File: config.mk
export PLATFORM = sky130hd
export DESIGN_NAME = alu_arbiter
export DESIGN_NICKNAME = d
export VERILOG_FILES = /design/src/rtl/alu_pkg.sv /design/src/rtl/alu_arbiter_rr_arb2.sv /design/src/rtl/alu_arbiter.sv
export SDC_FILE = /design/constraint.sdc
export NUM_CORES = 1
export LEC_CHECK = 0
export BUFFER_PORTS_ARGS = -buffer_cell sky130_fd_sc_hd__buf_2
export CORE_AREA = 2 2 110 112
export CTS_BUF_LIST = sky130_fd_sc_hd__clkbuf_4 sky130_fd_sc_hd__clkbuf_8
export DETAILED_ROUTE_END_ITERATION = 10
export DIE_AREA = 0 0 112 114
export PLACE_DENSITY_LB_ADDON = 0.2
export SLEW_MARGIN = 25
export SYNTH_ARGS = -nofsm -noshare
export SYNTH_HDL_FRONTEND = slang
export SYNTH_SLANG_ARGS = --single-unit
File: constraint.sdc
create_clock -name clk -period 4.1 [get_ports clk]
set_input_delay 0.41 -clock clk [delete_from_list [all_inputs] [get_ports clk]]
set_output_delay 0.41 -clock clk [all_outputs]
set_load 0.01 [all_outputs]
File: src/rtl/alu_pkg.sv
// Shared opcode and port-id constants for the ALU arbiter slice.
// The ALU itself lives outside the arbiter.
package alu_pkg;

   localparam int unsigned XLEN = 32;
   localparam int unsigned OPW  = 5;

   localparam logic [OPW-1:0] OP_ADD  = 5'd0;
   localparam logic [OPW-1:0] OP_SUB  = 5'd1;
   localparam logic [OPW-1:0] OP_SLT  = 5'd2;
   localparam logic [OPW-1:0] OP_SLTU = 5'd3;
   localparam logic [OPW-1:0] OP_AND  = 5'd4;
   localparam logic [OPW-1:0] OP_OR   = 5'd5;
   localparam logic [OPW-1:0] OP_XOR  = 5'd6;
   localparam logic [OPW-1:0] OP_SLL  = 5'd7;
   localparam logic [OPW-1:0] OP_SRL  = 5'd8;
   localparam logic [OPW-1:0] OP_SRA  = 5'd9;
   localparam logic [OPW-1:0] OP_SRC0 = 5'd10;
   localparam logic [OPW-1:0] OP_SRC1 = 5'd11;

   localparam logic PORT0 = 1'b0;
   localparam logic PORT1 = 1'b1;

endpackage

File: src/rtl/alu_arbiter_rr_arb2.sv
// Two-way round-robin grant; the pointer remembers the last port granted
// and only moves when a grant is actually taken.
module rr_arb2
   import alu_pkg::*;
(
   input  logic clk,
   input  logic rst,
   input  logic i_en,
   input  logic i_req0,
   input  logic i_req1,
   output logic o_gnt0,
   output logic o_gnt1,
   output logic o_port
);

   logic r_last;
   logic w_pick1;

   // port 1 wins on contention unless it was the last one served
   assign w_pick1 = i_req1 & (~i_req0 | (r_last == PORT0));
   assign o_gnt1  = i_en & w_pick1;
   assign o_gnt0  = i_en & i_req0 & ~w_pick1;
   assign o_port  = w_pick1 ? PORT1 : PORT0;

   always_ff @(posedge clk) begin
      if (rst) begin
         r_last <= PORT0;
      end else if (o_gnt0 | o_gnt1) begin
         r_last <= o_port;
      end
   end

endmodule

File: src/rtl/alu_arbiter.sv
// Shares one external ALU between two requesters through a two-stage
// pipeline: stage A holds ALU operands, stage B holds the result.
module alu_arbiter
   import alu_pkg::*;
(
   input  logic            clk,
   input  logic            rst,
   input  logic            req0_valid,
   input  logic            req1_valid,
   output logic            req0_ready,
   output logic            req1_ready,
   input  logic [XLEN-1:0] req0_src0,
   input  logic [XLEN-1:0] req0_src1,
   input  logic [XLEN-1:0] req1_src0,
   input  logic [XLEN-1:0] req1_src1,
   input  logic [OPW-1:0]  req0_op,
   input  logic [OPW-1:0]  req1_op,
   output logic [XLEN-1:0] alu_src0,
   output logic [XLEN-1:0] alu_src1,
   output logic [OPW-1:0]  alu_op,
   input  logic [XLEN-1:0] alu_res,
   output logic            rsp0_valid,
   output logic            rsp1_valid,
   input  logic            rsp0_ready,
   input  logic            rsp1_ready,
   output logic [XLEN-1:0] rsp_data
);

   logic            r_a_valid;
   logic            r_a_owner;
   logic [XLEN-1:0] r_src0;
   logic [XLEN-1:0] r_src1;
   logic [OPW-1:0]  r_op;
   logic            r_b_valid;
   logic            r_b_owner;
   logic [XLEN-1:0] r_rsp;

   logic w_b_adv;
   logic w_a_move;
   logic w_a_open;
   logic w_gnt0;
   logic w_gnt1;
   logic w_port;
   logic w_acc;

   // B frees up when empty or when its owner takes the result
   assign w_b_adv  = ~r_b_valid | (r_b_owner ? rsp1_ready : rsp0_ready);
   assign w_a_move = r_a_valid & w_b_adv;
   assign w_a_open = ~rst & (~r_a_valid | w_a_move);
   assign w_acc    = w_gnt0 | w_gnt1;

   rr_arb2 u_arb (
      .clk    (clk),
      .rst    (rst),
      .i_en   (w_a_open),
      .i_req0 (req0_valid),
      .i_req1 (req1_valid),
      .o_gnt0 (w_gnt0),
      .o_gnt1 (w_gnt1),
      .o_port (w_port)
   );

   always_ff @(posedge clk) begin
      if (rst) begin
         r_a_valid <= 1'b0;
         r_a_owner <= PORT0;
         r_src0    <= '0;
         r_src1    <= '0;
         r_op      <= OP_ADD;
      end else if (w_acc) begin
         r_a_valid <= 1'b1;
         r_a_owner <= w_port;
         r_src0    <= w_port ? req1_src0 : req0_src0;
         r_src1    <= w_port ? req1_src1 : req0_src1;
         r_op      <= w_port ? req1_op : req0_op;
      end else if (w_a_move) begin
         r_a_valid <= 1'b0;
      end
   end

   always_ff @(posedge clk) begin
      if (rst) begin
         r_b_valid <= 1'b0;
         r_b_owner <= PORT0;
         r_rsp     <= '0;
      end else if (w_b_adv) begin
         r_b_valid <= r_a_valid;
         if (r_a_valid) begin
            r_b_owner <= r_a_owner;
            r_rsp     <= alu_res;
         end
      end
   end

   assign req0_ready = w_gnt0;
   assign req1_ready = w_gnt1;
   assign alu_src0   = r_src0;
   assign alu_src1   = r_src1;
   assign alu_op     = r_op;
   assign rsp0_valid = ~rst & r_b_valid & (r_b_owner == PORT0);
   assign rsp1_valid = ~rst & r_b_valid & (r_b_owner == PORT1);
   assign rsp_data   = r_rsp;

endmodule

## Yosys cells after proc, flatten, opt, wreduce, memory -nomap -nowiden

Index checks and enable logic that the tools add are counted.

| word-level totals | value |
|---|---|
| bits in registers | 105 |
| input bits | 176 |
| output and inout port bits | 105 |
| logic and storage cells | 37 |

| operators by class | value |
|---|---|
| multiplexer cells | 7 |
| bitwise gates (word level) | 20 |
| reduce and logical (&&, ||, !) cells | 2 |

Operators by type and width:

| operator | count |
|---|---|
| 2-to-1 mux 32 bit | 2 |
| AND 1 bit | 9 |
| NOT 1 bit | 7 |
| 2-to-1 mux 5 bit | 1 |
| 2-to-1 mux 1 bit | 4 |
| bitwise OR 1 bit | 4 |
| AND reduction 2 bit | 1 |
| nonzero test 2 bit | 1 |

## Longest topological paths before layout

| depth | value |
|---|---|
| depth in word-level cells | 9 |
| mapped depth | 6 |
| gate-level depth less buffers | 3 |

## Modules after synthesis

A second synthesis with hierarchy kept.

| unflattened totals | value |
|---|---|
| cells, all modules | 569 |
| area total of the unflattened synthesis | 5,178.7 um^2 |

By module, submodules not included:

| module | instances | cells each | area each (um^2) | sequential area each (um^2) |
|---|---|---|---|---|
| alu_arbiter | 1 | 560 | 5,102.4 | 2,102.0 |
| rr_arb2 | 1 | 9 | 76.3 | 20.0 |

## Worst setup path before layout

No wires, ideal clock.

| path | value |
|---|---|
| kind | input-to-output |
| start | in rst |
| end | out req1_ready |
| data arrival time | 1,274 ps |
| data required time | 3,690 ps |
| setup slack | 2,416 ps |
| stages | 4 |
| buffers on the path | 2 |
| cells stage by stage | inv_2 > clkbuf_1 > clkbuf_1 > and3_1 |

| on the way | value |
|---|---|
| word-level cells in the longest chain between the ends | 3 |

Ends and longest elaborated chain:

| what | line | RTL |
|---|---|---|
| from (decl) | alu_arbiter.sv:7 | `input logic rst,` |
| NOT 1 bit | alu_arbiter.sv:49 | `assign w_a_open = ~rst & (~r_a_valid \| w_a_move);` |
| AND 1 bit | alu_arbiter.sv:49 |  |
| AND 1 bit | alu_arbiter_rr_arb2.sv:21 | `assign o_gnt1 = i_en & w_pick1;` |
| to (decl) | alu_arbiter.sv:11 | `output logic req1_ready,` |

No other way between the ends.

## Worst setup path after layout

| path | value |
|---|---|
| start | reg r_b_owner |
| end | reg r_src0[16], in the netlist alu_src0[16] |

| on the way | value |
|---|---|
| word-level cells in the longest chain between the ends | 8 |

Ends and longest elaborated chain:

| what | line | RTL |
|---|---|---|
| from (decl) | alu_arbiter.sv:35 | `logic r_b_owner;` |
| from (signal assigned) | alu_arbiter.sv:89 | `r_b_owner <= r_a_owner;` |
| 2-to-1 mux 1 bit * | alu_arbiter.sv:47 | `assign w_b_adv = ~r_b_valid \| (r_b_owner ? rsp1_ready : rsp0_ready);` |
| bitwise OR 1 bit * | alu_arbiter.sv:47 |  |
| AND 1 bit * | alu_arbiter.sv:48 | `assign w_a_move = r_a_valid & w_b_adv;` |
| bitwise OR 1 bit * | alu_arbiter.sv:49 |  |
| AND 1 bit * | alu_arbiter.sv:49 |  |
| AND 1 bit (2 in a row) | alu_arbiter_rr_arb2.sv:22 | `assign o_gnt0 = i_en & i_req0 & ~w_pick1;` |
| bitwise OR 1 bit * | alu_arbiter.sv:50 | `assign w_acc = w_gnt0 \| w_gnt1;` |
| to (signal assigned) | alu_arbiter.sv:73 | `r_src0 <= w_port ? req1_src0 : req0_src0;` |
| to (decl) | alu_arbiter.sv:31 | `logic [XLEN-1:0] r_src0;` |

Every way passes the cells marked *; elsewhere a longest branch is shown, timed or not.
A chain may end at the register's enable or synchronous reset.

==> run metrics <==
outcome=finished clean; die height=114 um; H-tree Lvls=3; initial core utilization=0.429; Iter 0 DRT Violations=232; slew at the pin closest to its max-slew limit=931 ps; Sink Count=105; Total Nets Final=between 900 and 1000; Power Total=2.38 mW; Hold Vio Cnt, Final=0; initial antenna violation count=0; ant diodes=0; Worst-path clk slew=110 ps; hold endpoint=rsp_data[6]; clock root buffer=clkbuf_8; Longest Clk Path Bufs=2; FF-to-FF Start=r_b_owner; worst hold stages=3; RR Endpoint=alu_src0[16]; synth unique cells=23; placed cell areas=~6400 um^2; buffers added on ports=between 200 and 300; Congestion Overflow GR=0; first-pass GRT wire length=between 20000 and 25000 um; Peak Freq=0.387 GHz; pre-CTS WS=between 1000 and 1500 ps; largest net degree at the start of global routing=165; total wire length=roughly 14000 um; number of global-route vias before repair=4654; post-route ant nets=0; Max-Cap Viols=0; register area share after synthesis=0.419; cell area power density=357 nW/um^2; CTS tree=yes; post-synthesis register bit count=105; core box area=between 10000 and 15000 um^2; Peak VDD IR=219 uV; setup TNS=0 ps; layout cells sized above 1=0.398; routed vias=5031; routability cong.=~0.78; critical path arrival=2790 ps; clk_lat worst skew=370 ps; post-route design area=about 6700 um^2; final setup violation count=0; Reg2Reg Depth=4; Avg Inst Size Synth=9.02 um^2; RSZ-0062 raised after global routing=false; Layout area overhead=32.9%; hold_buf cts=0; fin util=0.570; worst hold start=alu_res[6]; post-synthesis instance total=557; Synth warnings=0; CTS Buf Count=9; crit-path cells=mux2i_1 -> a211o_2 -> buf_4 -> o221ai_1; critical path peak fanout=50; Worst Hold Class=input pin to register; dpl hpwl=~10000 um; I/O pins=around 280; Setup Skew=between 8 and 9 ps; FP Rows=40; Largest stage delay, worst path=860 ps; Setup WS post-layout=1520 ps; Vias/cell=5.29; drt first pass iters=4; Die X=112 um; syn nets=733; Worst Setup End Kind=register; minimum clock period=2580 ps; Worst Path Required=4300 ps; CP Launch Type=register; synthesized area=5020 um^2; DRC=0; worst reg-to-reg setup slack=1520 ps; Slowest cell on crit path=a211o_2; CP Class=register to register; WL per Instance=15.1 um; All-Layer GR Usage=0.216; Gates resized, CTS repair=0; DIE AREA=12800 um^2; post-CTS setup buffer count=0; Slew HR=0.379; period utilization=0.630; fin. max-slew vios=0; Lkg Pwr=3.18 nW
==> critical path: cells and delay by family (launching register included) <==
family | cells | cell delay (ps)
AOI/OAI and AO/OA | 2 | 1040
DFF | 1 | 390
muxes | 1 | 540
buffers and inverters | 1 | 420
==> cell families (layout without fill, tap and decap cells) <==
group	after synthesis	in the layout	synth area share
buffers and inverters	58	305	0.0523
AO/OA/AOI/OAI	77	77	0.144
AND/OR/NAND/NOR	214	214	0.180
flip-flops	105	105	0.419
multiplexers	103	103	0.205
==> where the power goes <==
group | internal (mW) | switching, mW | total [mW]
clock network | 0.362 | 0.368 | 0.729
registers | 1.10 | 0.0570 | 1.16
logic | 0.228 | 0.265 | 0.493
total | 1.69 | 0.690 | 2.38
==> worst max-delay path by stage <==
stage / startpoint / to / depth (start not counted)
finish: r_b_owner / alu_src0[16] / 4
global route: r_b_owner / alu_src0[16] / 4
CTS: r_b_owner / alu_src0[7] / 4
detailed placement: rsp1_ready / alu_src0[7] / 5
global placement: rsp1_ready / alu_src0[6] / 5
floorplan: rst / req1_ready / 4
==> sequential cells by signal, indices dropped and copies added (netlist names) <==
register and cells:
rsp_data 32, alu_src1 32, alu_op 5, u_arb.r_last 1, alu_src0 32, r_b_owner 1
r_b_valid 1, r_a_valid 1
==> per-stage QoR <==
step                      hold slack, ps  cells
after global placement               439    935
after CTS                            255    951
after floorplan                      445    557
after detailed placement             446    935
after global routing                 260    951
final                                271    951
==> synthesized netlist by cell type (all sizes together) <==
master,n,area share
buf,21,0.025
a21boi,2,0.0030
nand3,69,0.069
and2,2,0.0025
clkbuf,35,0.026
nor3,1,0.0010
nand2,137,0.10
o221a,1,0.0022
o221ai,69,0.13
a211o,1,0.0017
o21ai,1,0.0010
and3,2,0.0025
mux2i,103,0.21
nor3b,1,0.0015
nor2,2,0.0015
inv,2,0.0015
a21oi,3,0.0030
dfxtp,105,0.42
==> placed cells by master, fill, tap and decap left out, drive strengths merged <==
cell type  netlist  layout
bufinv           0       2
nand3           69      69
o221a            1       1
dfxtp          105     105
nand2          137     137
a21oi            3       3
inv              2       2
mux2i          103     103
o221ai          69      69
nor3b            1       1
a211o            1       1
o21ai            1       1
and3             2       2
clkinvlp         0       3
and2             2       2
nor3             1       1
buf             21     287
clkinv           0       1
clkbuf          35      10
a21boi           2       2
nor2             2       2
==> routing by layer <==
metal | track usage | wire length (um)
met1 | 0.254 | 5950
met2 | 0.381 | 7080
met3 | 0.0526 | 1040
met4 | 0.0870 | 319
met5 | 0 | 0
==> layout make-up <==
type | instances | area, um^2
well taps | 147 | 184
fillers | 1047 | 5040
inverters | 2 | 15.0
clock buffers | 10 | 138
flip-flops and latches | 105 | 2100
repair buffers | 287 | 1450
clock inverters | 6 | 91.3
multi-input cells | 394 | 2690
Power figures use the tool's default switching activity.
